--- src/rtl/uart_receiver.sv ---
// uart_receiver: oversampled serial-to-parallel UART receiver.
// Frame: start bit (0), DATA_BITS data bits LSB first, stop bit (1); line idles high.
// Each bit is sampled at its midpoint, counting OVERSAMPLE boudTick strobes per bit.
// Optional build macro UART_RX_FRAME_ERR_EN: adds the frameErr output and rejects
// frames whose stop sample is 0. Without it, every frame that reaches the stop
// sample is accepted.
module uart_receiver #(
    parameter int unsigned DATA_BITS  = 8,
    parameter int unsigned OVERSAMPLE = 16
) (
    input  logic                 clk,
    input  logic                 rst,
    input  logic                 boudTick,
    input  logic                 rx,
    output logic [DATA_BITS-1:0] dataOut,
    output logic                 rxDone,
`ifdef UART_RX_FRAME_ERR_EN
    output logic                 frameErr,
`endif
    output logic                 rxBusy
);

    localparam int unsigned TICK_W = $clog2(OVERSAMPLE);
    localparam int unsigned BIT_W  = (DATA_BITS > 1) ? $clog2(DATA_BITS) : 1;

    localparam logic [TICK_W-1:0] TICK_MID  = TICK_W'(OVERSAMPLE / 2 - 1);
    localparam logic [TICK_W-1:0] TICK_LAST = TICK_W'(OVERSAMPLE - 1);
    localparam logic [BIT_W-1:0]  BIT_LAST  = BIT_W'(DATA_BITS - 1);

    typedef enum logic [1:0] {
        IDLE  = 2'd0,
        START = 2'd1,
        DATA  = 2'd2,
        STOP  = 2'd3
    } rxState_t;

    rxState_t             state;
    logic [TICK_W-1:0]    tick;
    logic [BIT_W-1:0]     bitCount;
    logic [DATA_BITS-1:0] shiftReg;
    logic                 rxMeta;
    logic                 rxS;

    // Two-flop synchronizer; resets to the idle line level so reset never looks like a start edge.
    always_ff @(posedge clk or negedge rst) begin
        if (!rst) begin
            rxMeta <= 1'b1;
            rxS    <= 1'b1;
        end else begin
            rxMeta <= rx;
            rxS    <= rxMeta;
        end
    end

    // Frame FSM with counters and registered outputs; counters move only on boudTick.
    always_ff @(posedge clk or negedge rst) begin
        if (!rst) begin
            state    <= IDLE;
            tick     <= '0;
            bitCount <= '0;
            shiftReg <= '0;
            dataOut  <= '0;
            rxDone   <= 1'b0;
            rxBusy   <= 1'b0;
`ifdef UART_RX_FRAME_ERR_EN
            frameErr <= 1'b0;
`endif
        end else begin
            rxDone <= 1'b0;
`ifdef UART_RX_FRAME_ERR_EN
            frameErr <= 1'b0;
`endif
            case (state)
                IDLE: begin
                    if (!rxS) begin
                        state  <= START;
                        tick   <= '0;
                        rxBusy <= 1'b1;
                    end
                end
                START: begin
                    if (boudTick) begin
                        if (tick == TICK_MID) begin
                            if (!rxS) begin
                                state    <= DATA;
                                tick     <= '0;
                                bitCount <= '0;
                            end else begin
                                // Start bit gone by mid-bit: treat as a glitch.
                                state  <= IDLE;
                                rxBusy <= 1'b0;
                            end
                        end else begin
                            tick <= tick + TICK_W'(1);
                        end
                    end
                end
                DATA: begin
                    if (boudTick) begin
                        if (tick == TICK_LAST) begin
                            shiftReg <= {rxS, shiftReg[DATA_BITS-1:1]};
                            tick     <= '0;
                            if (bitCount == BIT_LAST) begin
                                state <= STOP;
                            end else begin
                                bitCount <= bitCount + BIT_W'(1);
                            end
                        end else begin
                            tick <= tick + TICK_W'(1);
                        end
                    end
                end
                STOP: begin
                    if (boudTick) begin
                        if (tick == TICK_LAST) begin
                            state  <= IDLE;
                            tick   <= '0;
                            rxBusy <= 1'b0;
`ifdef UART_RX_FRAME_ERR_EN
                            if (rxS) begin
                                dataOut <= shiftReg;
                                rxDone  <= 1'b1;
                            end else begin
                                frameErr <= 1'b1;
                            end
`else
                            dataOut <= shiftReg;
                            rxDone  <= 1'b1;
`endif
                        end else begin
                            tick <= tick + TICK_W'(1);
                        end
                    end
                end
                default: begin
                    state  <= IDLE;
                    rxBusy <= 1'b0;
                end
            endcase
        end
    end

endmodule

--- config.mk ---
export PLATFORM = sky130hd
export DESIGN_NAME = uart_receiver
export DESIGN_NICKNAME = d
export VERILOG_FILES = /design/src/rtl/uart_receiver.sv
export SDC_FILE = /design/constraint.sdc
export NUM_CORES = 1
export LEC_CHECK = 0
export BUFFER_PORTS_ARGS = -buffer_cell sky130_fd_sc_hd__buf_2
export CAP_MARGIN = 20
export CORE_AREA = 2 2 53 55
export DETAILED_ROUTE_END_ITERATION = 7
export DIE_AREA = 0 0 55 57
export GPL_TIMING_DRIVEN = 0
export PLACE_DENSITY = 0.73
export SYNTH_ARGS = -nofsm -noshare
export SYNTH_HDL_FRONTEND = slang
export SYNTH_SLANG_ARGS = --single-unit
--- constraint.sdc ---
create_clock -name clk -period 2.3 [get_ports clk]
set_input_delay 0.345 -clock clk [delete_from_list [all_inputs] [get_ports clk]]
set_output_delay 0.345 -clock clk [all_outputs]
set_load 0.05 [all_outputs]
# Word-level counts from Yosys, hierarchy flattened
# Index checks and enable logic that the tools add are counted.
dict set report totals {
  inputBits 4
  reg_bits 29
  out_inout_bits 10
}
dict set report op_classes {
  addsub 2
  n_mux 33
  n_reduce_logical 10
  n_eq_ne 18
}
# operator n
set op_table {}
lappend op_table {{2-bit inequality test (second input constant)} 11}
lappend op_table {{4-bit two-way mux} 5}
lappend op_table {{2-bit two-way mux} 9}
lappend op_table {{3-bit two-way mux} 6}
lappend op_table {{7-bit AND reduction} 2}
lappend op_table {{4-bit one-hot mux with 3 select lines} 1}
lappend op_table {{1-bit two-way mux} 9}
lappend op_table {{2-bit one-hot mux with 4 select lines} 1}
lappend op_table {{8-bit AND reduction} 1}
lappend op_table {{3-bit one-hot mux with 2 select lines} 1}
lappend op_table {{3-bit AND reduction} 2}
lappend op_table {{4-bit by 1-bit adder with 4-bit output (second input constant)} 1}
lappend op_table {{2-bit equality test (second input constant)} 2}
lappend op_table {{4-bit by 3-bit equality test with 1-bit output (second input constant)} 1}
lappend op_table {{4-bit equality test (second input constant)} 1}
lappend op_table {{3-bit by 1-bit adder with 3-bit output (second input constant)} 1}
lappend op_table {{3-bit equality test (second input constant)} 1}
lappend op_table {{1-bit one-hot mux with 3 select lines} 1}
lappend op_table {{3-bit nonzero test} 1}
lappend op_table {{2-bit by 1-bit equality test with 1-bit output (second input constant)} 1}
lappend op_table {{2-bit zero test} 1}
lappend op_table {{2-bit by 1-bit inequality test with 1-bit output (second input constant)} 1}
lappend op_table {{2-bit AND reduction} 1}
lappend op_table {{2-bit nonzero test} 1}
lappend op_table {{2-bit OR reduction} 1}

# Longest topological paths before layout
# Gate-level depths: netlist of the first run.
dict set report depth {
  word_depth 5
  mapped_depth 5
  mapped_depth_nobuf 5
}

# Worst setup path after synthesis of the first run
# No wires, ideal clock.
dict set report synth_path {
  path_kind {reg-to-reg}
  start {register tick[0]}
  end {register shiftReg[0]}
  t_required_ps 2175
  path_stages_with_launch 6
  t_arrival_ps 1505
  slack_ps 671
  path_cell_list {dfrtp_1 > ha_1 > and3_2 > and3_1 > buf_4 > mux2_2}
}
dict set report synth_between {
  elab_chain_len 2
}
# element line
set synth_lines {}
lappend synth_lines {{start, declared} 38} ;# logic [TICK_W-1:0] tick;
lappend synth_lines {{start signal, assigned} 94} ;# tick <= tick + TICK_W'(1);
lappend synth_lines {{start signal, assigned} 109} ;# tick <= tick + TICK_W'(1);
lappend synth_lines {{start signal, assigned} 131} ;# tick <= tick + TICK_W'(1);
lappend synth_lines {{4-bit equality test} 100} ;# if (tick == TICK_LAST) begin
lappend synth_lines {{3-bit AND reduction (no line)} -}
lappend synth_lines {{end signal, assigned} 101} ;# shiftReg <= {rxS, shiftReg[DATA_BITS-1:1]};
lappend synth_lines {{end, declared} 40} ;# logic [DATA_BITS-1:0] shiftReg;
# No other way between the ends.
# A chain may end at the register's enable or synchronous reset.

# Worst setup path in the final report of the first run
dict set report layout_path {
  start {register tick[0]}
  end {register dataOut[6]}
}
dict set report layout_between {
  elab_chain_len 2
}
# element line
set layout_lines {}
lappend layout_lines {{4-bit equality test} 115} ;# if (tick == TICK_LAST) begin
lappend layout_lines {{3-bit AND reduction (no line)} -}
lappend layout_lines {{end signal, assigned} 127} ;# dataOut <= shiftReg;
lappend layout_lines {{end, declared} 15} ;# output logic [DATA_BITS-1:0] dataOut,
# No other way between the ends.

==> results of run 1 <==
[worst reg2reg max path, stage by stage (launching register included)]
cell and delay [ns]:
dfrtp_1 0.41, ha_1 0.36, nand3_4 0.15, nor3_4 0.41, mux2_2 0.40
[cells by family (layout without fill, tap and decap cells)]
kind of cell	count (synthesis)	count (layout)	synth area share [%]
adders and majority gates	3	3	2.78
muxes	19	19	15.7
AOI/OAI and AO/OA	19	19	9.65
DFF	29	29	54.0
buffers and inverters	10	31	3.62
xor gates and xnor gates	1	1	0.649
and+or+nand+nor	26	26	13.6
[cell usage after synthesis, types with 2 or more instances]
cell / count / area (sq um)
a21oi_1: 4 / 20.0
and3_1: 2 / 12.5
buf_2: 3 / 15.0
buf_4: 2 / 15.0
dfrtp_1: 27 / 676
dfstp_2: 2 / 52.6
ha_1: 3 / 37.5
inv_1: 5 / 18.8
mux2_2: 17 / 191
mux2i_1: 2 / 20.0
nand2_1: 4 / 15.0
nand3_1: 3 / 15.0
nand4_1: 4 / 25.0
o21a_1: 2 / 15.0
o21ai_0: 5 / 25.0
[sequential cells by signal, indices dropped and copies added (netlist names), named ones only]
signal / cells
bitCount: 3
tick: 4
rxDone: 1
rxS: 1
rxMeta: 1
state: 1
dataOut: 8
rxBusy: 1
shiftReg: 8
[worst max path at each step]
| stage | start | to | slack [ns] | cells past startpoint |
|---|---|---|---|---|
| after floorplan | tick[0] | shiftReg[0] | 0.67 | 5 |
| after global placement | tick[0] | dataOut[5] | 0.51 | 4 |
| after detailed placement | tick[0] | dataOut[6] | 0.47 | 4 |
| after CTS | tick[0] | dataOut[6] | 0.46 | 4 |
| after global routing | bitCount[0] | bitCount[0] | 0.33 | 5 |
| final | tick[0] | dataOut[6] | 0.47 | 4 |
[power breakdown]
part / internal [mW] / leakage (nW) / switching (mW)
sequential: 0.589 / 0.377 / 0.0624
combinational: 0.190 / 0.343 / 0.250
clock: 0.260 / 0.0455 / 0.168
total: 1.04 / 0.765 / 0.480
[routing by layer]
| metal | routed length (um) | GRT usage (%) | vias up |
|---|---|---|---|
| li1 | - | - | 437 |
| met1 | 1010 | 23.5 | 445 |
| met2 | 1130 | 25.2 | 17 |
| met3 | 100 | 7.85 | 2 |
| met4 | 24 | 7.32 | 0 |
| met5 | 0 | 0 | - |
[per-stage QoR]
step	util [%]	instance area (sq um)	total power [mW]	std cells	worst slack, ns
3_3_place_gp	55.6	1450	1.08	151	0.511
2_1_floorplan	-	1350	1.01	107	0.671
3_5_place_dp	55.6	1450	1.10	151	0.469
6_report	58.8	1540	1.52	159	0.466
4_1_cts	58.8	1540	1.54	159	0.457
5_1_grt	58.8	1540	1.63	159	0.326
[area by class of cell]
class,instances,share of cell area (%)
buffer,5,1.95
clock buffer,7,3.58
clock inverter,1,1.95
inverter,5,1.22
multi-input combinational,68,37.2
sequential,29,47.4
tap,31,2.52
timing repair buffer,13,4.23
==> results.py, run 1 <==
metrics = {
    "status": {
        "status": "finished clean",
    },
    "placed_design": {
        "hpwl_mm": 1.59,
        "gp_congestion": 0.786,
        "io_buffers": 13,
    },
    "timing": {
        "worst_pin_slew_ns": 0.621,
        "finalHoldViolCount": 0,
        "slew_headroom_pct": 58.6,
        "period_share_pct": 79.8,
        "layout_min_cycle_time_ns": 1.83,
        "fin_tns_setup_ns": 0,
        "max_freq_ghz": 0.545,
        "clock_skew_ns": 0.0102,
        "hold_slack_ns": 0.0343,
        "rsz0062_at_grt": "false",
        "setup_viol": 0,
        "slew_violations": 0,
    },
    "critical_path": {
        "end_kind": "register",
        "start_kind": "register",
        "r2r_start": "tick[0]",
        "critPathArrivalTime_ns": 2.03,
        "crit_chain": "ha_1 > nand3_4 > nor3_4 > mux2_2",
        "r2r_slack_ns": 0.47,
        "cp_max_fo": 9,
        "required_ns": 2.50,
        "slowest_delay_ns": 0.41,
        "crit_buf_inv": 0,
        "crit_slowest_cell": "dfrtp_1",
        "path_delay_family": "simple AND/OR/NAND/NOR gates",
        "critPathKind": "reg2reg",
        "crit-reg2reg-capture": "dataOut[6]",
        "reg2reg_depth": 4,
    },
    "floorplan": {
        "io_pins": 14,
        "die_width_um": 55,
        "die_h_um": 57,
        "initial_core_util_pct": 51.6,
        "dieArea_sq_um": 3140,
        "row_count": 19,
        "fp.coreArea_sq_um": 2620,
    },
    "clock_tree": {
        "numCtsBuffers": 5,
        "holdBufCountCts": 0,
        "cts_sinks": 29,
        "root_buffer": "clkbuf_4",
        "clk_path_buf_depth": 2,
        "cts_resized": 0,
        "clock_latency_ns": 0.32,
        "cts_tree": "yes",
        "htree_levels": 2,
        "path_clk_slew_ns": 0.09,
        "post_cts_buffers": 0,
    },
    "drt": {
        "first_pass_iters": 4,
        "drc_errors": 0,
        "vias_per_cell": 5.67,
        "drt_iter0_markers": 20,
        "via_count": 901,
        "wl_per_cell_um": 14.2,
        "ant_nets": 0,
        "wl_mm": 2.26,
    },
    "yosys": {
        "synth_nets": 114,
        "ys_types": 37,
        "yosysWarnings": 0,
        "synth_area_sq_um": 1350,
        "ys.flop_type": "dfrtp_1",
        "synthesis.instances": 107,
        "yosysSeqAreaShare_pct": 54.0,
        "synth-seq-cells": 29,
        "async_flop_share_pct": 100,
        "synth_edf_count": 0,
        "syn_area_per_cell_sq_um": 12.6,
    },
    "final_layout": {
        "area_growth_pct": 14.0,
        "multi_input_area_sq_um": 572,
        "drive_gt1_share_pct": 38.3,
        "final_cell_mix": "dfrtp_1 (27), mux2_2 (17), buf_2 (16)",
        "regArea_sq_um": 728,
        "n_antenna_cell": 0,
        "fillers": 228,
        "fin_nets": 134,
        "final_common_cell": "dfrtp_1",
    },
    "global_routing": {
        "grt_max_degree": 30,
        "grt_overflow": 0,
        "grt_pass1_wl_mm": 3.86,
        "grt_pass1_vias": 833,
        "track_usage_pct": 17.7,
        "antenna_found_initial": 0,
    },
    "flow_run": {
        "maxCapViolCount": 0,
    },
    "power_and_ir_drop": {
        "leakagePower_nw": 0.765,
        "peakVddDrop_mv": 0.804,
        "power_density_nw_per_um2": 987,
    },
    "hold_path": {
        "min_path_type": "in2async",
    },
}
(Power assumes the default switching activity.)
==> run 2: changes to the inputs <==
ABC_AREA = 1   (was not set)
CORE_AREA = 2 2 56 58   (was 2 2 53 55)
DIE_AREA = 0 0 58 60   (was 0 0 55 57)
PLACE_DENSITY = 0.71   (was 0.73)
clock period = 1.6 ns   (was 2.3 ns; I/O delays follow)
==> results.py, run 2 <==
metrics = {
    "yosys": {
        "ys.flop_type": "dfrtp_1",
        "synth_edf_count": 0,
        "synth.most_common_cell": "nand2_1",
        "ys_top_cells_by_area": "dfrtp_1 (48%), nand2_1 (14%), o21ai_2 (6.2%)",
        "synthesis.instances": 161,
        "synth_nets": 168,
        "yosysWarnings": 0,
        "syn_area_per_cell_sq_um": 8.77,
        "synth.top_cell.area_share_pct": 47.8,
        "ys_types": 24,
        "async_flop_share_pct": 100,
        "synth_area_sq_um": 1410,
        "synth-seq-cells": 29,
        "yosysSeqAreaShare_pct": 51.6,
        "synth_area_leader_cell": "dfrtp_1",
        "yosys-top-cells-count": "nand2_1 (52), dfrtp_1 (27), inv_1 (17)",
    },
    "clock_tree": {
        "clock_latency_ns": 0.33,
        "clk_path_buf_depth": 2,
        "cts_sinks": 29,
        "path_clk_slew_ns": 0.10,
        "numCtsBuffers": 5,
        "root_buffer": "clkbuf_4",
        "htree_levels": 2,
        "cts_tree": "yes",
    },
    "critical_path": {
        "cp_max_fo": 10,
        "crit_start": "tick[0]",
        "critPathKind": "reg2reg",
        "r2r_start": "tick[0]",
        "start_kind": "register",
        "end_kind": "register",
        "critPathArrivalTime_ns": 1.67,
        "r2r_slack_ns": 0.17,
        "required_ns": 1.84,
    },
    "final_layout": {
        "fillers": 280,
        "n_antenna_cell": 0,
        "area_growth_pct": 13.0,
        "reg_top3": "dataOut (8), shiftReg (8), tick (4)",
        "stdcell_area_sq_um": 1600,
        "final_common_cell": "nand2_1",
        "fin_nets": 190,
        "final_cell_mix": "nand2_1 (52), dfrtp_1 (27), inv_1 (17)",
        "stdcell_count": 217,
        "drive_gt1_share_pct": 27.2,
    },
    "global_routing": {
        "grt_pass1_vias": 1040,
        "grt_overflow": 0,
        "antenna_found_initial": 0,
        "grt_max_degree": 30,
        "grtUsageMet2_pct": 30.0,
        "grt_use_met1_pct": 20.9,
        "grt_pass1_wl_mm": 4.57,
        "grt.busiest_layer": "met2",
        "met3_usage_pct": 6.49,
        "track_usage_pct": 17.9,
    },
    "placed_design": {
        "io_buffers": 13,
        "place_ws_ns": 0.107,
        "hpwl_mm": 1.84,
        "dp_cells": 207,
        "gp_congestion": 0.829,
        "placed_area_sq_um": 1520,
    },
    "drt": {
        "vias_per_cell": 5.19,
        "ant_nets": 0,
        "drt_iter0_markers": 18,
        "wl_per_cell_um": 11.9,
        "wl_mm": 2.58,
        "via_count": 1127,
        "drc_errors": 0,
        "first_pass_iters": 4,
    },
    "timing": {
        "max_freq_ghz": 0.697,
        "setup_viol": 0,
        "period_share_pct": 89.7,
        "clock_skew_ns": 0.00815,
        "fin_tns_setup_ns": 0,
        "worst_pin_slew_ns": 0.639,
        "layout_min_cycle_time_ns": 1.43,
        "rsz0062_at_grt": "false",
        "slew_violations": 0,
        "setup_ws_ns": 0.165,
        "slew_headroom_pct": 57.4,
        "finalHoldViolCount": 0,
    },
    "power_and_ir_drop": {
        "pwr-share-clk_pct": 21.2,
        "seqPwrFrac_pct": 44.9,
        "power.switching_mw": 0.844,
        "p_int_mw": 1.22,
        "leakagePower_nw": 0.844,
        "p_sw_share_pct": 41.0,
        "p_comb_share_pct": 33.9,
        "power_density_nw_per_um2": 1290,
        "peakVddDrop_mv": 0.830,
    },
    "floorplan": {
        "die_h_um": 60,
        "dieArea_sq_um": 3480,
        "io_pins": 14,
        "initial_core_util_pct": 48.7,
        "die_width_um": 58,
        "row_count": 20,
        "fp.coreArea_sq_um": 2900,
    },
    "status": {
        "status": "finished clean",
    },
    "hold_path": {
        "hold_path_startpoint": "boudTick",
        "min_path_type": "in2reg",
    },
    "flow_run": {
        "maxCapViolCount": 0,
    },
}
## run 2: changes by cell type after synthesis, sizes merged, moves of 2 or more
cell | previous run | this run
nand3 | 4 | 9
o21a | 2 | 0
inv | 5 | 20
buf | 5 | 3
nand4 | 4 | 1
and3 | 3 | 0
mux2 | 17 | 0
a21oi | 4 | 2
o21ai | 5 | 20
nor2 | 1 | 13
nand2 | 4 | 58
mux2i | 2 | 0
## run 2: power groups by stage
stage	logic, mW	clock network [mW]	registers [mW]
floorplan	0.509	0	0.967
global placement	0.663	0	0.932
detailed placement	0.689	0	0.936
CTS	0.697	0.451	0.923
global route	0.797	0.486	0.940
finish	0.697	0.437	0.924
## run 2: logic make-up (layout without fill, tap and decap cells)
group,after synthesis,in the layout,share of synthesized area (%)
xor+xnor,1,1,0.620
buf+inv,23,46,7.62
compound gates,23,23,10.9
fa+ha+maj,3,3,2.66
simple gates,82,82,26.7
flops,29,29,51.6
## run 2: timing repair
action / 4_1_cts / 5_1_grt
endpoints found under the hold margin: 28 / 0
resized for setup: 0 / 1
setup endpoints to repair: 0 / 2
hold buffers: 2 / 0
setup buffers: 0 / 0
## run 2: worst paths after layout
kind	end	cells after the start
hold reg to reg	rxS	0
setup reg to reg	dataOut[1]	7
min in group asynchronous	rxBusy	2
hold / removal	tick[1]	3
max in group asynchronous	shiftReg[6]	2
setup / recovery	dataOut[1]	7
## run 2: cell type report
cell class	count	area (sq um)	area share, %
Sequential cell	29	728	45.6
Timing Repair Buffer	15	85.1	5.33
Clock buffer	5	37.5	2.35
Inverter	20	77.6	4.86
Buffer	3	30.0	1.88
Tap cell	33	41.3	2.59
Clock inverter	3	17.5	1.10
Multi-Input combinational cell	109	579	36.3
## run 2: metal layers
layer	vias up	share of wire (%)
li1	552	-
met1	548	42
met2	23	52
met3	4	4.9
met4	0	1.2
met5	-	0
## run 2: critical path: stages (launching register included)
cell and delay (ns):
dfrtp_1 0.40, ha_2 0.25, nand3_4 0.11, nor2_1 0.13, nand2_2 0.15, buf_6 0.20, nand2_2 0.06, o21ai_2 0.04
## run 2: metrics by stage
stage	total power, mW	hold slack [ns]	utilization (%)
CTS	2.07	0.226	54.9
global placement	1.59	0.291	52.3
global route	2.22	0.238	55.0
detailed placement	1.62	0.297	52.3
finish	2.06	0.242	55.0
floorplan	1.48	-0.0556	-
==> run 3: changes to the inputs <==
ABC_AREA = 0   (was 1)
CORE_AREA = 2 2 55 57   (was 2 2 56 58)
DIE_AREA = 0 0 57 59   (was 0 0 58 60)
SKIP_CTS_REPAIR_TIMING = 1   (was not set)
==> results.py, run 3 (same netlist as run 1, synthesis figures left out) <==
metrics = {
    "status": {
        "status": "finished clean",
    },
    "final_layout": {
        "final_cell_mix": "dfrtp_1 (25), mux2_2 (17), buf_2 (15)",
        "final_common_cell": "dfrtp_1",
        "post-route-util_pct": 62.0,
        "regArea_sq_um": 731,
        "stdcell_area_sq_um": 1680,
        "stdcell_count": 169,
        "fin_nets": 144,
        "drive_gt1_share_pct": 46.4,
        "multi_input_area_sq_um": 622,
        "area_growth_pct": 24.6,
        "n_antenna_cell": 0,
        "fillers": 229,
        "reg_top3": "dataOut (8), shiftReg (8), tick (4)",
    },
    "clock_tree": {
        "numCtsBuffers": 5,
        "cts_tree": "yes",
        "clk_path_buf_depth": 2,
        "root_buffer": "clkbuf_4",
        "path_clk_slew_ns": 0.09,
        "cts_sinks": 29,
        "htree_levels": 2,
        "clock_latency_ns": 0.32,
    },
    "placed_design": {
        "gp_congestion": 0.738,
        "io_buffers": 13,
        "dp_cells": 151,
        "hpwl_mm": 1.57,
        "place_ws_ns": -0.145,
        "placed_area_sq_um": 1460,
    },
    "timing": {
        "period_share_pct": 98.0,
        "slew_violations": 0,
        "worst_pin_slew_ns": 0.646,
        "max_freq_ghz": 0.638,
        "hold_slack_ns": 0.358,
        "slew_headroom_pct": 56.9,
        "rsz0062_at_grt": "true",
        "layout_min_cycle_time_ns": 1.57,
        "clock_skew_ns": 0.00918,
        "finalHoldViolCount": 0,
        "setup_ws_ns": 0.0315,
        "setup_viol": 0,
    },
    "drt": {
        "drc_errors": 0,
        "vias_per_cell": 5.51,
        "first_pass_iters": 5,
        "wl_mm": 2.37,
        "drt_iter0_markers": 18,
        "via_count": 932,
        "wl_per_cell_um": 14.0,
        "ant_nets": 0,
    },
    "power_and_ir_drop": {
        "p_sw_share_pct": 31.8,
        "power_density_nw_per_um2": 1410,
        "seqPwrFrac_pct": 40.7,
        "p_comb_share_pct": 33.1,
        "peakVddDrop_mv": 1.19,
        "power.switching_mw": 0.751,
        "leakagePower_nw": 0.811,
        "p_int_mw": 1.61,
        "pwr-share-clk_pct": 26.2,
    },
    "critical_path": {
        "reg2reg_depth": 5,
        "critPathKind": "reg2reg",
        "r2r_start": "bitCount[0]",
        "r2r_slack_ns": 0.03,
        "crit-reg2reg-capture": "bitCount[0]",
        "end_kind": "register",
        "start_kind": "register",
        "crit_start": "bitCount[0]",
        "required_ns": 1.81,
        "cp_max_fo": 3,
        "critPathArrivalTime_ns": 1.78,
    },
    "floorplan": {
        "row_count": 19,
        "io_pins": 14,
        "dieArea_sq_um": 3360,
        "initial_core_util_pct": 49.8,
        "die_width_um": 57,
        "die_h_um": 59,
        "fp.coreArea_sq_um": 2710,
    },
    "global_routing": {
        "grt_pass1_vias": 886,
        "grt_max_degree": 30,
        "grt_overflow": 0,
        "antenna_found_initial": 0,
        "track_usage_pct": 15.8,
        "grt_pass1_wl_mm": 3.89,
    },
    "hold_path": {
        "hold_end": "rxS",
        "hold_path_startpoint": "rxMeta",
        "min_path_type": "reg2reg",
        "min_path_cells": 0,
    },
    "flow_run": {
        "maxCapViolCount": 0,
    },
}
==> run 3: worst max-delay path: stages (launching register included) <==
cell and delay, ns:
dfrtp_1 0.40, ha_2 0.20, ha_4 0.17, nor4bb_4 0.31, o21ai_2 0.10, mux2_2 0.28
==> run 3: layer usage <==
metal / track usage, % / wire (um) / part of all wire (%)
met1: 19.1 / 1020 / 43
met5: 0 / 0 / 0
met2: 24.1 / 1200 / 51
met3: 5.90 / 112 / 4.7
met4: 9.30 / 38 / 1.6
==> run 3: final cells by class <==
| class | count | area share, % |
|---|---|---|
| clock inverters | 1 | 1.79 |
| flip-flops and latches | 29 | 43.5 |
| inverters | 5 | 1.12 |
| multi-input cells | 68 | 37.0 |
| well taps | 31 | 2.31 |
| clock buffers | 7 | 3.28 |
| plain buffers | 5 | 2.16 |
| repair buffers | 23 | 8.86 |
==> run 3: how the worst max path moves through the flow <==
stage | endpoint | depth (start not counted) | slack [ns]
2_1_floorplan | bitCount[0] | 5 | 0.02
3_3_place_gp | dataOut[4] | 4 | -0.13
3_5_place_dp | dataOut[5] | 4 | -0.14
4_1_cts | dataOut[6] | 4 | -0.16
5_1_grt | bitCount[0] | 4 | -0.03
6_report | bitCount[0] | 5 | 0.03
==> run 3: power groups by stage <==
stage	clock network (mW)	registers, mW	logic, mW
after global routing	0.678	0.982	0.868
after detailed placement	0	0.951	0.639
after CTS	0.640	0.937	0.646
after global placement	0	0.944	0.620
final	0.619	0.961	0.782
after floorplan	0	0.948	0.505
==> run 3: metrics by stage <==
| step | power, mW | setup TNS, ns |
|---|---|---|
| 2_1_floorplan | 1.45 | 0 |
| 3_3_place_gp | 1.56 | -1.69 |
| 5_1_grt | 2.53 | -0.121 |
| 6_report | 2.36 | 0 |
| 3_5_place_dp | 1.59 | -1.91 |
| 4_1_cts | 2.22 | -2.10 |
